`config.mk`:
```
export PLATFORM = sky130hd
export DESIGN_NAME = req_arbiter
export DESIGN_NICKNAME = d
export VERILOG_FILES = /design/src/rtl/req_arbiter_pkg.sv /design/src/rtl/req_arbiter_rr_pick.sv /design/src/rtl/req_arbiter.sv
export SDC_FILE = /design/constraint.sdc
export NUM_CORES = 1
export LEC_CHECK = 0
export ABC_CLOCK_PERIOD_IN_PS = 4800
export BUFFER_PORTS_ARGS = -buffer_cell sky130_fd_sc_hd__buf_4
export CORE_MARGIN = 8
export CORE_UTILIZATION = 25
export DETAILED_ROUTE_END_ITERATION = 16
export GPL_TIMING_DRIVEN = 0
export HOLD_SLACK_MARGIN = 0.08
export PLACE_DENSITY = 0.4
export SLEW_MARGIN = 0
export SYNTH_ARGS = -nofsm -noshare
export SYNTH_HDL_FRONTEND = slang
export SYNTH_SLANG_ARGS = --single-unit
```
`constraint.sdc`:
```
create_clock -name clk -period 4.8 [get_ports clk]
set_input_delay 0.48 -clock clk [delete_from_list [all_inputs] [get_ports clk]]
set_output_delay 0.48 -clock clk [all_outputs]
set_load 0.05 [all_outputs]
```
`src/rtl/req_arbiter_pkg.sv`:
```
// Shared constants, state encoding and helpers for the eight-way request arbiter.
// Imported by rr_pick and req_arbiter.
package req_arbiter_pkg;

   localparam int NREQ         = 8;
   localparam int IDW          = 3;
   localparam int MAX_HOLD_DEF = 16;

   typedef enum logic {
      IDLE = 1'b0,
      BUSY = 1'b1
   } state_t;

   function automatic logic [NREQ-1:0] id_to_onehot(input logic [IDW-1:0] id);
      return NREQ'(1) << id;
   endfunction

endpackage

```
`src/rtl/req_arbiter_rr_pick.sv`:
```
// Combinational winner selection: rotate so the search start lands on bit 7,
// priority-encode with bit 7 highest, then rotate the winning index back.
module rr_pick
   import req_arbiter_pkg::*;
(
   input  logic [NREQ-1:0] i_cand,
   input  logic            i_rr_en,
   input  logic [IDW-1:0]  i_last_id,
   output logic [IDW-1:0]  o_win_id,
   output logic            o_any
);

   logic [IDW-1:0]  w_shift;
   logic [NREQ-1:0] w_rot;
   logic [IDW-1:0]  w_rot_win;

   // Search starts at last_id-1 going down, so rotated bit j holds candidate (j+last_id) mod 8.
   assign w_shift = i_rr_en ? i_last_id : '0;

   genvar gi;
   generate
      for (gi = 0; gi < NREQ; gi++) begin : g_rot
         logic [IDW-1:0] w_src;
         assign w_src     = IDW'(gi) + w_shift;
         assign w_rot[gi] = i_cand[w_src];
      end
   endgenerate

   always_comb begin
      w_rot_win = '0;
      for (int i = 0; i < NREQ; i++) begin
         if (w_rot[i]) begin
            w_rot_win = IDW'(i);
         end
      end
   end

   assign o_win_id = w_rot_win + w_shift;
   assign o_any    = |i_cand;

endmodule

```
`src/rtl/req_arbiter.sv`:
```
// Eight-way request arbiter: one registered grant at a time, held until release,
// request drop or hold limit, with zero-bubble handover to the next requester.
module req_arbiter
   import req_arbiter_pkg::*;
#(
   parameter int MAX_HOLD = MAX_HOLD_DEF
)
(
   input  logic            clk,
   input  logic            rst,
   input  logic [NREQ-1:0] i_req,
   input  logic            i_rr_en,
   input  logic            i_release,
   output logic [NREQ-1:0] o_gnt,
   output logic [IDW-1:0]  o_gnt_id,
   output logic            o_gnt_vld,
   output logic            o_timeout
);

   localparam int HCW = (MAX_HOLD > 2) ? $clog2(MAX_HOLD) : 1;
   localparam logic [HCW-1:0] HOLD_LAST = HCW'(MAX_HOLD - 1);

   state_t          r_state;
   logic [NREQ-1:0] r_gnt;
   logic [IDW-1:0]  r_gnt_id;
   logic            r_gnt_vld;
   logic            r_timeout;
   logic [IDW-1:0]  r_last_id;
   logic [HCW-1:0]  r_hold_cnt;

   state_t          w_state_next;
   logic [NREQ-1:0] w_gnt_next;
   logic [IDW-1:0]  w_gnt_id_next;
   logic            w_gnt_vld_next;
   logic            w_timeout_next;
   logic [IDW-1:0]  w_last_id_next;
   logic [HCW-1:0]  w_hold_cnt_next;

   logic [NREQ-1:0] w_cand;
   logic [IDW-1:0]  w_win_id;
   logic            w_any;
   logic            w_req_held;
   logic            w_hold_hit;
   logic            w_end;
   logic            w_forced;

   // The current grantee is masked out so it cannot immediately win again.
   assign w_cand     = (r_state == BUSY) ? (i_req & ~r_gnt) : i_req;
   assign w_req_held = i_req[r_gnt_id];
   assign w_hold_hit = (MAX_HOLD != 0) && (r_hold_cnt == HOLD_LAST);
   assign w_end      = i_release || !w_req_held || w_hold_hit;
   assign w_forced   = w_hold_hit && !i_release && w_req_held;

   rr_pick u_rr_pick (
      .i_cand    (w_cand),
      .i_rr_en   (i_rr_en),
      .i_last_id (r_last_id),
      .o_win_id  (w_win_id),
      .o_any     (w_any)
   );

   always_comb begin
      w_state_next    = r_state;
      w_gnt_next      = r_gnt;
      w_gnt_id_next   = r_gnt_id;
      w_gnt_vld_next  = r_gnt_vld;
      w_timeout_next  = 1'b0;
      w_last_id_next  = r_last_id;
      w_hold_cnt_next = r_hold_cnt;

      case (r_state)
         IDLE: begin
            if (w_any) begin
               w_state_next    = BUSY;
               w_gnt_next      = id_to_onehot(w_win_id);
               w_gnt_id_next   = w_win_id;
               w_gnt_vld_next  = 1'b1;
               w_last_id_next  = w_win_id;
               w_hold_cnt_next = '0;
            end
         end
         BUSY: begin
            if (w_end) begin
               w_timeout_next = w_forced;
               if (w_any) begin
                  w_gnt_next      = id_to_onehot(w_win_id);
                  w_gnt_id_next   = w_win_id;
                  w_last_id_next  = w_win_id;
                  w_hold_cnt_next = '0;
               end else begin
                  w_state_next   = IDLE;
                  w_gnt_next     = '0;
                  w_gnt_vld_next = 1'b0;
               end
            end else begin
               w_hold_cnt_next = r_hold_cnt + 1'b1;
            end
         end
         default: begin
            w_state_next   = IDLE;
            w_gnt_next     = '0;
            w_gnt_vld_next = 1'b0;
         end
      endcase
   end

   always_ff @(posedge clk or posedge rst) begin
      if (rst) begin
         r_state    <= IDLE;
         r_gnt      <= '0;
         r_gnt_id   <= '0;
         r_gnt_vld  <= 1'b0;
         r_timeout  <= 1'b0;
         r_last_id  <= '0;
         r_hold_cnt <= '0;
      end else begin
         r_state    <= w_state_next;
         r_gnt      <= w_gnt_next;
         r_gnt_id   <= w_gnt_id_next;
         r_gnt_vld  <= w_gnt_vld_next;
         r_timeout  <= w_timeout_next;
         r_last_id  <= w_last_id_next;
         r_hold_cnt <= w_hold_cnt_next;
      end
   end

   assign o_gnt     = r_gnt;
   assign o_gnt_id  = r_gnt_id;
   assign o_gnt_vld = r_gnt_vld;
   assign o_timeout = r_timeout;

endmodule

```
# ---- Yosys cells after proc, flatten, opt, wreduce, memory -nomap -nowiden
# Cells that the tools add are included.
dict set report op_classes {
  addsub 9
  n_shift 1
  n_reduce_logical 9
  muxes 47
  n_eq_ne 4
  n_lt_le_gt_ge 8
  n_bitwise 3
}
# op count
set ops {}
lappend ops {{$lt A3 B4 Y1 const B} 8}
lappend ops {{$mux W8} 4}
lappend ops {{$mux W3} 9}
lappend ops {{$bmux W1 S3} 8}
lappend ops {{$mux W1} 16}
lappend ops {{$pmux W8 S2} 1}
lappend ops {{$add A3 B3 Y3 const A} 4}
lappend ops {{$pmux W3 S2} 2}
lappend ops {{$and A8 B8 Y8} 1}
lappend ops {{$mux W4} 2}
lappend ops {{$not A8 Y8} 1}
lappend ops {{$pmux W4 S2} 1}
lappend ops {{$reduce_or A8 Y1} 1}
lappend ops {{$shl A1 B3 Y8 const A} 1}
lappend ops {{$add A2 B3 Y3 const A} 2}
lappend ops {{$add A4 B1 Y4 const B} 1}
lappend ops {{$eq A4 B4 Y1 const B} 1}
lappend ops {{$mux W2} 2}
lappend ops {{$ne A2 B1 Y1 const B} 2}
lappend ops {{$pmux W1 S2} 2}
lappend ops {{$add A1 B3 Y3 const A} 1}
lappend ops {{$add A3 B3 Y3} 1}
lappend ops {{$reduce_and A3 Y1} 1}
lappend ops {{$logic_and A1 B1 Y1} 2}
lappend ops {{other kinds (5)} 7}
dict set report totals {
  reg_bits 21
  inputBits 12
  elab_cells 88
}

# ---- Depth between registers and ports, before layout
dict set report depth {
  depth_word 17
  mapped_depth 15
  ltp_nobuf 14
}

# ---- Modules after synthesis
# Synthesis repeated with hierarchy kept, for this count alone.
dict set report unflattened {
  cells_unflattened 152
  hier_area_um2 1604.0
}
# module area_each_um2 instances cells_each
set modules_own_cells {}
lappend modules_own_cells {req_arbiter 985.9 1 86}
lappend modules_own_cells {rr_pick 618.1 1 66}

# ---- Worst setup path after synthesis
# Ideal clock, no wire load.
dict set report synth_path {
  path_type {flip-flop to flip-flop}
  from {register r_gnt_id[0] (netlist: o_gnt_id[0])}
  to {register r_gnt_id[2] (netlist: o_gnt_id[2])}
  slack_ns 1.178
  synth_period_minus_slack_ns 3.622
  setup_ns 0.125
  stages_incl_launch_ff 16
  required_time_ns 4.675
  arrival_time_ns 3.498
  cell_sequence {dfrtp_1 > and2_1 > buf_6 > inv_6 > ha_1 > mux4_1 > a21oi_1 > a31o_2 > o31ai_1 > o21ai_0 > nand2_1 > ha_1 > fa_1 > xor2_1 > xnor2_4 > mux2_2}
}
dict set report synth_via {
  elab_chain_cells 6
}
# element line_no
set synth_rtl {}
lappend synth_rtl {{from (decl)} req_arbiter.sv:25} ;# logic [IDW-1:0] r_gnt_id;
lappend synth_rtl {{from (signal assigned)} req_arbiter.sv:119} ;# r_gnt_id <= w_gnt_id_next;
lappend synth_rtl {{$bmux W1 S3} req_arbiter.sv:49} ;# assign w_req_held = i_req[r_gnt_id];
lappend synth_rtl {{$mux W1 (not written as such)} req_arbiter.sv:49}
lappend synth_rtl {{$logic_not A1 Y1} req_arbiter.sv:51} ;# assign w_end = i_release || !w_req_held || w_hold_hit;
lappend synth_rtl {{$logic_or A1 B1 Y1 (2 in series)} req_arbiter.sv:51}
lappend synth_rtl {{$ne A2 B1 Y1 (no source line)} n/a}
# Every way passes these cells. The select of a mux whose other input is x is not followed.
# A chain may end at the register's enable or synchronous reset.

# ---- Worst setup path in the final report
dict set report layout_path {
  from {register r_state}
  to {register r_gnt_id[2] (netlist: o_gnt_id[2])}
}
dict set report layout_via {
  elab_chain_cells 14
  word_cells_on_any_way 29
  classes_between {add/sub (1); eq/ne (1); mux (25); bitwise (1); reduce/logical (1)}
}
# element line_no
set layout_rtl {}
lappend layout_rtl {{from (decl)} req_arbiter.sv:23} ;# state_t r_state;
lappend layout_rtl {{from (signal assigned)} req_arbiter.sv:117} ;# r_state <= w_state_next;
lappend layout_rtl {{$mux W8} req_arbiter.sv:48} ;# assign w_cand = (r_state == BUSY) ? (i_req & ~r_gnt) : i_req;
lappend layout_rtl {{$bmux W1 S3} req_arbiter_rr_pick.sv:25} ;# assign w_rot[gi] = i_cand[w_src];
lappend layout_rtl {{$mux W1 (not written as such)} req_arbiter_rr_pick.sv:25}
lappend layout_rtl {{$mux W1} req_arbiter_rr_pick.sv:32} ;# if (w_rot[i]) begin
lappend layout_rtl {{$mux W2 (2 in series)} req_arbiter_rr_pick.sv:32}
lappend layout_rtl {{$mux W3 (4 in series)} req_arbiter_rr_pick.sv:32}
lappend layout_rtl {{$add A3 B3 Y3} req_arbiter_rr_pick.sv:38} ;# assign o_win_id = w_rot_win + w_shift;
lappend layout_rtl {{$mux W3} {req_arbiter.sv:73, req_arbiter.sv:85}}
lappend layout_rtl {{$mux W3} req_arbiter.sv:83} ;# if (w_end) begin
lappend layout_rtl {{$pmux W3 S2} req_arbiter.sv:71} ;# case (r_state)
# Several ways; a longest one is shown, not always the timed one. The select of a mux whose other input is x is not followed.

==> impl_metrics.env <==
export IMPL_status="complete, no violations"
export IMPL_track_usage_pct=9.75
export IMPL_vias_per_cell=5.02
export IMPL_min_period_ps=3750
export IMPL_synth_edff_count=0
export IMPL_syn_to_final_growth_pct=22.9
export IMPL_cts_buffers=3
export IMPL_ir_drop_mv=0.234
export IMPL_cts_setup_buffers=0
export IMPL_ys_ff_latch=18
export IMPL_synth_top_cell_area_share_pct=31.7
export IMPL_cp_slowest_stage_delay_ps=590
export IMPL_clock_sinks=18
export IMPL_final_hold_violation_count=0
export IMPL_num_io_pins=25
export IMPL_cts_hold_buf=0
export IMPL_yosys_area_share_adder_pct=4.06
export IMPL_worstReg2RegEnd="o_gnt_id[2]"
export IMPL_wire_per_inst_um=16.7
export IMPL_rsz0062_at_grt="no"
export IMPL_clk_latency_ps=250
export IMPL_drive_gt1_share_pct=25.0
export IMPL_cp_end_kind="register"
export IMPL_antenna_left=0
export IMPL_synth_cell_types=42
export IMPL_start_util_pct=25.8
export IMPL_synth_mux_area_share_pct=21.4
export IMPL_multi_input_area_um2=897
export IMPL_report_final_slew_viol_count=0
export IMPL_grt_overflow=0
export IMPL_die_y_um=91.3
export IMPL_gp_congestion=0.759
export IMPL_powerDensity_nw_per_um2=753
export IMPL_antenna_found_initial=0
export IMPL_synth_nets=152
export IMPL_syn_cell_area_um2=1420
export IMPL_r2r_cells=13
export IMPL_path_clk_slew_ps=70
export IMPL_hold_class="input pin to async pin"
export IMPL_cts_tree="built"
export IMPL_crit_family="multiplexers"
export IMPL_yosysMostFrequentCell="nand2_1"
export IMPL_synthTopCellsByArea="dfrtp_1, mux4_1, mux4_2"
export IMPL_grt_pass1_wl_um=6620
export IMPL_crit_buf_inv=1
export IMPL_htree_num_levels=1
export IMPL_setup_tns_ps=0
export IMPL_worstPathMaxFanout=10
export IMPL_yosys_area_top_type="dfrtp_1"
export IMPL_ys_seq_area_share_pct=31.7
export IMPL_die_area_um2=8340
export IMPL_maxSlewHeadroom_pct=50.9
export IMPL_max_freq_mhz=267
export IMPL_yosysWarningCount=0
export IMPL_dpl_hpwl_um=3080
export IMPL_grt_pass1_vias=1263
export IMPL_yosys_area_share_simple_pct=16.9
export IMPL_p_leak_nw=0.808
export IMPL_final_nets=181
export IMPL_cp_start_kind="register"
export IMPL_fin_crit_sh_pct=78.1
export IMPL_grt_max_degree=19
export IMPL_drv_cap=0
export IMPL_synth_top_family_by_area="multiplexers"
export IMPL_synth_cells=136
export IMPL_wl_um=3930
export IMPL_skew_ps=1.86
export IMPL_synth_xor_area_share_pct=5.03
export IMPL_port_buffers=24
export IMPL_async_reset_ff_share_pct=100
export IMPL_fill_cells=584
export IMPL_worst_pin_slew_ps=736
export IMPL_worstPathArrival_ps=3890
export IMPL_vias=1184
export IMPL_placed_cell_area_um2=1690
export IMPL_rrSetupSlack_ps=1050
export IMPL_path_cells="clkbuf_1, a21boi_0, mux4_1, a21oi_1, a31o_2, o31ai_1, o21ai_0, nand2_1, ha_1, fa_1, xor2_1, xnor2_4, mux2_2"
export IMPL_drc=0
export IMPL_clock_path_buffers=2
export IMPL_die_w_um=91.3
export IMPL_synth_compound_area_share_pct=15.8
export IMPL_critPathSlowestCell="mux4_1"
export IMPL_criticalPathCategory="register to register"
export IMPL_core_um2=5510
export IMPL_cts_root_buffer_cell="clkbuf_8"
export IMPL_synth_top_flop_cell="dfrtp_1"
export IMPL_fin_area_um2=1740
export IMPL_cts_resized=0
export IMPL_setup_viol=0
export IMPL_crit_required_ps=4940
export IMPL_antenna_cells=0
export IMPL_drt_pass1_iterations=4
export IMPL_seqCellArea_um2=450
export IMPL_synth_common_cells="nand2_1, dfrtp_1, a21boi_0, inv_1, mux2i_1"
export IMPL_syn_area_per_cell_um2=10.4
export IMPL_r2r_start="r_state"
export IMPL_rows=27
export IMPL_drt_iter0_markers=30
==> placed cells by master (no fill, tap or decap), types with 3 or more instances in the layout <==
master    Yosys  final
o21ai_0       5      5
mux2i_1       6      6
buf_4         0     24
a21boi_0      8      8
clkbuf_1      4      4
a21oi_1       4      4
nor2_1        4      4
xor2_1        4      4
a22o_1        3      3
ha_1          3      3
clkbuf_8      0      4
nand2_1      19     19
dfrtp_1      18     18
mux4_2        4      4
nor3_1        3      3
mux4_1        5      5
nand3_1       4      4
nand3b_1      3      3
inv_1         7      7
==> routing by layer <==
layer	wire length (um)	vias up	track usage, %
li1	-	565	-
met3	180	4	2.30
met2	1850	27	15.6
met4	36	0	3.27
met1	1860	588	12.6
met5	0	-	0
==> area by class of cell <==
class	instances	area share (%)
Clock buffer	4	3.16
Inverter	8	2.01
Timing Repair Buffer	24	10.3
Sequential cell	18	25.8
Multi-Input combinational cell	103	51.4
Buffer	7	2.08
Tap cell	72	5.17
==> through the flow <==
stage / hold WS (ps) / setup WS (ps) / util [%] / total power, mW / cells
floorplan: 419 / 1180 / - / 0.957 / 136
global placement: 501 / 1040 / 30.7 / 1.19 / 232
detailed placement: 504 / 1030 / 30.7 / 1.19 / 232
CTS: 376 / 1010 / 31.7 / 1.32 / 236
global route: 401 / 705 / 31.7 / 1.41 / 236
finish: 351 / 1050 / 31.7 / 1.31 / 236
==> flip-flops by register name (all words and copies together) (netlist names) <==
signal / count
o_gnt: 8
o_gnt_id: 3
o_gnt_vld: 1
o_timeout: 1
r_hold_cnt: 4
r_state: 1
==> cell families after synthesis <==
kind of cell,after synthesis
flops,18
simple gates,45
buf+inv,15
fa+ha+maj,4
xor+xnor,6
mux,17
compound gates,31
==> where the power goes <==
part,leakage [nW],switching (mW),internal (mW),total [mW]
sequential,0.230,0.0376,0.199,0.237
combinational,0.549,0.569,0.381,0.950
clock,0.0288,0.0530,0.0729,0.126
==> worst max-delay path by stage <==
stage                            from  slack [ps]     endpoint  cells past startpoint
after CTS                     r_state        1010  o_gnt_id[2]                     12
after global routing          r_state         700     o_gnt[0]                     13
after global placement        i_rr_en        1040  o_gnt_id[2]                     16
after detailed placement      r_state        1030  o_gnt_id[2]                     13
after floorplan           o_gnt_id[0]        1180  o_gnt_id[2]                     15
final                         r_state        1050  o_gnt_id[2]                     13
Power figures use the tool's default switching activity.
